--- src/rtl/design_select_pkg.sv ---
// Shared constants and state encoding for the design-select sequencer.
package design_select_pkg;

    localparam int SEL_W = 6;

    typedef enum logic [1:0] {
        QUIESCE,
        SETTLE,
        RST_HOLD,
        RUN
    } ctrl_state_t;

endpackage

--- src/rtl/design_select_ctrl_timer.sv ---
// Loadable down-counter that stops at zero; done flags a zero count.
module cycle_timer #(
    parameter int WIDTH = 3
) (
    input  logic             clock,
    input  logic             load,
    input  logic [WIDTH-1:0] load_value,
    input  logic             count_en,
    output logic             done
);

    logic [WIDTH-1:0] count;

    always_ff @(posedge clock) begin
        if (load) begin
            count <= load_value;
        end else if (count_en && (count != '0)) begin
            count <= count - WIDTH'(1);
        end
    end

    assign done = (count == '0);

endmodule

--- src/rtl/design_select_ctrl.sv ---
// Sequences design switches: reset the outgoing design, change the select,
// let the registered decode settle, then hold the incoming design in reset.
module design_select_ctrl
    import design_select_pkg::*;
#(
    parameter int               SETTLE_CYCLES = 2,
    parameter int               RESET_CYCLES  = 4,
    parameter logic [SEL_W-1:0] IDLE_SEL      = '0,
    parameter logic             IDLE_HOLD     = 1'b1
) (
    input  logic             clock,
    input  logic             reset,
    input  logic             req_valid,
    output logic             req_ready,
    input  logic [SEL_W-1:0] req_sel,
    input  logic             req_hold,
    input  logic             ext_reset_req,
    output logic [SEL_W-1:0] des_sel,
    output logic             hold_if_not_sel,
    output logic             des_reset,
    output logic             busy
);

    localparam int MAX_CYCLES = (SETTLE_CYCLES > RESET_CYCLES) ? SETTLE_CYCLES : RESET_CYCLES;
    localparam int CNT_W      = $clog2(MAX_CYCLES) + 1;
    localparam logic [CNT_W-1:0] SETTLE_LOAD = CNT_W'(SETTLE_CYCLES - 1);
    localparam logic [CNT_W-1:0] RESET_LOAD  = CNT_W'(RESET_CYCLES - 1);

    ctrl_state_t      state;
    ctrl_state_t      next_state;
    logic             accept;
    logic             timer_load;
    logic [CNT_W-1:0] timer_value;
    logic             timer_en;
    logic             timer_done;
    logic [SEL_W-1:0] target_sel;
    logic             held_hold;

    assign accept   = req_valid & req_ready;
    assign timer_en = (state == SETTLE) || (state == RST_HOLD);

    cycle_timer #(
        .WIDTH (CNT_W)
    ) u_timer (
        .clock      (clock),
        .load       (timer_load),
        .load_value (timer_value),
        .count_en   (timer_en),
        .done       (timer_done)
    );

    always_ff @(posedge clock) begin
        if (reset) begin
            state <= RST_HOLD;
        end else begin
            state <= next_state;
        end
    end

    always_comb begin
        next_state  = state;
        timer_load  = 1'b0;
        timer_value = RESET_LOAD;
        case (state)
            RUN: begin
                if (accept) begin
                    next_state = QUIESCE;
                end
            end
            QUIESCE: begin
                next_state  = SETTLE;
                timer_load  = 1'b1;
                timer_value = SETTLE_LOAD;
            end
            SETTLE: begin
                if (timer_done) begin
                    next_state  = RST_HOLD;
                    timer_load  = 1'b1;
                    timer_value = RESET_LOAD;
                end
            end
            RST_HOLD: begin
                if (timer_done) begin
                    next_state = RUN;
                end
            end
        endcase
        if (reset) begin
            timer_load  = 1'b1;
            timer_value = RESET_LOAD;
        end
    end

    // Outputs are registered from the next state so they change with the state itself.
    always_ff @(posedge clock) begin
        if (reset) begin
            des_sel         <= IDLE_SEL;
            hold_if_not_sel <= 1'b1;
            des_reset       <= 1'b1;
            busy            <= 1'b1;
            req_ready       <= 1'b0;
            held_hold       <= IDLE_HOLD;
            target_sel      <= IDLE_SEL;
        end else begin
            busy            <= (next_state != RUN);
            req_ready       <= (next_state == RUN);
            hold_if_not_sel <= (next_state == RUN) ? held_hold : 1'b1;
            des_reset       <= (next_state == RUN) ? ((state == RUN) && ext_reset_req) : 1'b1;
            if (accept) begin
                target_sel <= req_sel;
                held_hold  <= req_hold;
            end
            if (state == QUIESCE) begin
                des_sel <= target_sel;
            end
        end
    end

endmodule
--- config.mk ---
export PLATFORM = sky130hd
export DESIGN_NAME = design_select_ctrl
export DESIGN_NICKNAME = d
export VERILOG_FILES = /design/src/rtl/design_select_pkg.sv /design/src/rtl/design_select_ctrl_timer.sv /design/src/rtl/design_select_ctrl.sv
export SDC_FILE = /design/constraint.sdc
export NUM_CORES = 1
export LEC_CHECK = 0
export ABC_CLOCK_PERIOD_IN_PS = 3300
export BUFFER_PORTS_ARGS = -buffer_cell sky130_fd_sc_hd__buf_2
export CAP_MARGIN = 20
export CORE_UTILIZATION = 40
export CTS_CLUSTER_SIZE = 40
export DETAILED_ROUTE_END_ITERATION = 6
export PLACE_DENSITY_LB_ADDON = 0.25
export SYNTH_ARGS = -nofsm -noshare
export SYNTH_HDL_FRONTEND = slang
export SYNTH_HIERARCHICAL = 1
export SYNTH_SLANG_ARGS = --single-unit
--- constraint.sdc ---
create_clock -name clock -period 3.3 [get_ports clock]
set_clock_uncertainty 0.2 [all_clocks]
set_input_delay 0.33 -clock clock [delete_from_list [all_inputs] [get_ports clock]]
set_output_delay 0.33 -clock clock [all_outputs]
set_load 0.03 [all_outputs]
== Word level (Yosys, flattened, before mapping) ==
Index checks and enable logic that the tools add are counted.
Storage, ports and cells
  register bits after elaboration: 22
  bits of input ports: 11
Operators by class
  eq/ne operators: 5
  $add $sub $neg: 1
  bitwise operators: 2
  reduce and logical (&&, ||, !) cells: 8
  muxes and demuxes: 11
Operator list (count)
  $mux W3: 3
  $mux W2: 4
  $pmux W2 S4: 1
  $eq A2 B2 Y1 const B: 3
  $logic_not A3 Y1: 1
  $reduce_bool A3 Y1: 1
  $sub A3 B1 Y3 const B: 1
  $eq A2 B1 Y1 const B: 1
  $logic_and A1 B1 Y1: 2
  $logic_not A2 Y1: 1
  $mux W1: 2
  $ne A2 B2 Y1 const B: 1
  $pmux W1 S2: 1
  $reduce_bool A2 Y1: 1
  $reduce_or A2 Y1: 1
  $and A1 B1 Y1: 1
  $logic_or A1 B1 Y1: 1
  $not A1 Y1: 1

== Longest topological paths before layout ==
  depth in word-level cells: 6
  gate-level depth with buffers: 6

== By module ==
Netlist, hierarchy kept.
By module, submodules not included
  design_select_ctrl: cells each 81, area each 793.3 µm², instances 1, seq. area each 380.4 µm²
  cycle_timer: cells each 15, area each 176.4 µm², instances 1, seq. area each 90.1 µm²

== Worst setup path after synthesis ==
No wires, ideal clock.
  path kind: reg-to-reg
  start point: register state[0]
  end point: register u_timer.count[0], data pin
  slack: 1.428 ns
  data arrival time: 1.412 ns
  data required time: 2.840 ns
  period minus slack after synthesis: 1.872 ns
  cell stages (with the launch flop): 6
  setup time: 0.260 ns
  cells stage by stage: dfxtp_1 inv_1 ha_1 buf_2 a211o_1 mux2_4
On the way
  word-level cells in the longest chain between the ends: 4
  elaborated cells between the ends (all ways): 5
RTL lines
  from (decl): line design_select_ctrl.sv:29  | ctrl_state_t state;
  from (signal assigned): line design_select_ctrl.sv:56  | state <= next_state;
  $eq A2 B1 Y1 or $logic_not A2 Y1 (tied branches): line design_select_ctrl.sv:64  | case (state)
  $pmux W1 S2 *: line design_select_ctrl.sv:64
  $mux W1 *: line design_select_ctrl.sv:88  | if (reset) begin
  named net timer_load: line design_select_ctrl.sv:32  | logic timer_load;
  $mux W3 *: line design_select_ctrl_timer.sv:15  | if (load) begin
  to (signal assigned): line design_select_ctrl_timer.sv:16  | count <= load_value;
  to (signal assigned): line design_select_ctrl_timer.sv:18  | count <= count - WIDTH'(1);
  to (decl): line design_select_ctrl_timer.sv:12  | logic [WIDTH-1:0] count;
Mark *: on every way through the listed nets, which the timed path passes. The rest lies on a longest branch.
A chain may end at the register's enable or synchronous reset.

== Worst setup path in the final report ==
Same ends and word-level chain as after synthesis.

==> impl_metrics.ini <==
[clocking]
cts_root_buf = clkbuf_4
ctsHoldBuffers = 0
cts.sinks = 22
htreeDepth = 1
clk_pin_slew_worst_paths_ps = 120
numCtsBuffers = 3
cts_setup_buffers = 0
worstSkewPairLatency_ps = 310
ctsResizeCount = 0
cts_buffer_depth = 2
tritoncts = built

[detailed_routing]
wl_met2_um = 758
dr.pass1.iters = 4
drc = 0
met3WireLength_um = 68
avgRoutedWirePerCell_um = 11.4
drt-met1-wl_um = 803
via_count = 675
drt-total-wl_mm = 1.65
vias_per_cell = 4.69
drt-initial-drc-count = 11
highest_layer = met4
ant_nets = 0

[sta]
slew_viol_final = 0
timing.fmax_mhz = 500
setup_viol = 0
setup_tns_ps = 0
rsz0062_at_grt = no
hold_viol = 0
period_needed_ps = 2000
fin_crit_sh_pct = 60.6

[flow_run]
maxCapViolCount = 0

[finish]
layout-drive-gt1-share_pct = 25.9
syn_to_final_growth_pct = 16.3
final_cell_count_no_fill = 144
multiInputGateArea_um2 = 448
seqCellArea_um2 = 470
final_cell_mix = 20 x buf_2, 19 x dfxtp_1, 18 x nand2_1
fill_cells = 217
nets = 135
layout_commonest_cell = buf_2
antenna_cells = 0

[die]
std_cell_rows = 17
coreArea_um2 = 2250
io_pins = 21
start_util_pct = 43.0
fp.dieH_um = 51.2
dieWidth_um = 51.2
die-area_um2 = 2630

[outcome]
status = completed

[critical_path]
endpoint_kind = register
crit_slowest_cell = dfxtp_1
cp_num_buf_inv = 1
cp_top_family = flip-flops
r2r_setup_slack_ps = 1300
worst_path_largest_cell_delay_ps = 440
crit_fanout = 8
cp-start-kind = register
cp_data_required_time_ps = 3170
cp.arrival_ps = 1870
cp_cell_sequence = inv_1 > ha_1 > a211o_1 > mux2_4
critPathKind = register to register

[yosys]
synth_area_um2 = 970
synth_fp_nets = 114
syn_area_per_cell_um2 = 10.1
ys_seq_area_share_pct = 48.5
yosys_warnings = 6
ys_seq_elements = 22
synth_cells = 96
ys_types = 26

[place]
port_buffers = 20
placed_cells = 140
hpwl_mm = 1.18
gp_congestion = 0.663

[grt]
grt_max_degree = 19
grt_pass1_wl_mm = 2.84
grt_pass1_vias = 640
gr-total-overflow = 0
antenna_found_initial = 0
grt_use_total_pct = 14.9

[power]
leakagePower_uw = 0.000500
p_switching_uw = 291
seq_power_share_pct = 42.7
p_int_uw = 557
swShare_pct = 34.3
combPwrFrac_pct = 36.7
clock_power_share_pct = 20.6
power.density_nw_per_um2 = 753
ir_worst_vdd_mv = 0.384

[worst_hold_path]
hold_class = primary input to register
registers in the layout, summed over array words and instances, names as in the netlist:
register,cells
busy,1
des_reset,1
des_sel,6
held_hold,1
hold_if_not_sel,1
req_ready,1
state,2
target_sel,6
u_timer/count,3
cell type report:
cell class / count / area share, %
clock buffer: 4 / 4.22
inverter: 7 / 2.33
multi-input combinational: 63 / 39.7
sequential: 22 / 41.7
tap: 28 / 3.11
timing repair buffer: 20 / 8.88
routing by layer:
metal  GRT usage [%]  vias up
li1                -      354
met1            19.0      302
met2            23.0       17
met4            9.46        0
met5               0        -
met3            2.68        2
power groups by stage:
stage	sequential (uW)	combinational, uW	clock, uW
2_1_floorplan	394	225	0
3_3_place_gp	366	309	0
3_5_place_dp	368	315	0
4_1_cts	363	317	180
5_1_grt	371	348	190
6_report	362	311	175
path summary, 6_finish.rpt:
| kind | from | to | cells after the start |
|---|---|---|---|
| max reg2reg | state[0] | u_timer/count[0] | 4 |
| min reg2reg | target_sel[1] | target_sel[1] | 2 |
| min | ext_reset_req | des_reset | 3 |
| max | state[0] | u_timer/count[0] | 4 |
synth_stat cells:
cell / count / area, um^2
and2_4: 1 / 8.76
dfxtp_1: 19 / 380
buf_6: 1 / 11.3
inv_1: 7 / 26.3
a21o_2: 1 / 8.76
mux2i_1: 7 / 70.1
nand3_1: 1 / 5.00
nand3b_1: 3 / 22.5
nand2_1: 18 / 67.6
a221oi_2: 1 / 15.0
and2_1: 1 / 6.26
buf_1: 1 / 3.75
nand2b_1: 1 / 6.26
edfxtp_1: 3 / 90.1
buf_2: 2 / 10.0
ha_1: 7 / 87.6
conb_1: 2 / 7.51
o21ai_0: 1 / 5.00
a21oi_1: 6 / 30.0
o32ai_4: 1 / 27.5
mux2_4: 2 / 30.0
o21bai_1: 1 / 7.51
nor3_1: 1 / 5.00
or2_1: 1 / 6.26
nor2_1: 6 / 22.5
a211o_1: 1 / 8.76
per-stage QoR:
stage	area (um^2)	hold WS [ps]	utilization (%)	power (uW)	setup WS [ps]
floorplan	970	215	-	619	1430
global placement	1080	228	47.9	674	1350
detailed placement	1080	233	47.9	684	1300
CTS	1130	20.9	50.0	860	1280
global route	1130	30.9	50.0	908	1210
finish	1130	26.9	50.0	848	1300
kinds of logic after synthesis:
| family | synth area share (%) |
|---|---|
| adder cells (fa/ha/maj) | 9.03 |
| multiplexers | 10.3 |
| other | 0.774 |
| buffers and inverters | 5.29 |
| AO/OA/AOI/OAI | 10.6 |
| flip-flops | 48.5 |
| AND/OR/NAND/NOR | 15.5 |
worst register-to-register path: stages (launching register included):
cell and delay [ps]:
dfxtp_1 440, inv_1 100, ha_1 350, a211o_1 360
mux2_4 310
No activity file was read; power rests on OpenSTA's default activity.
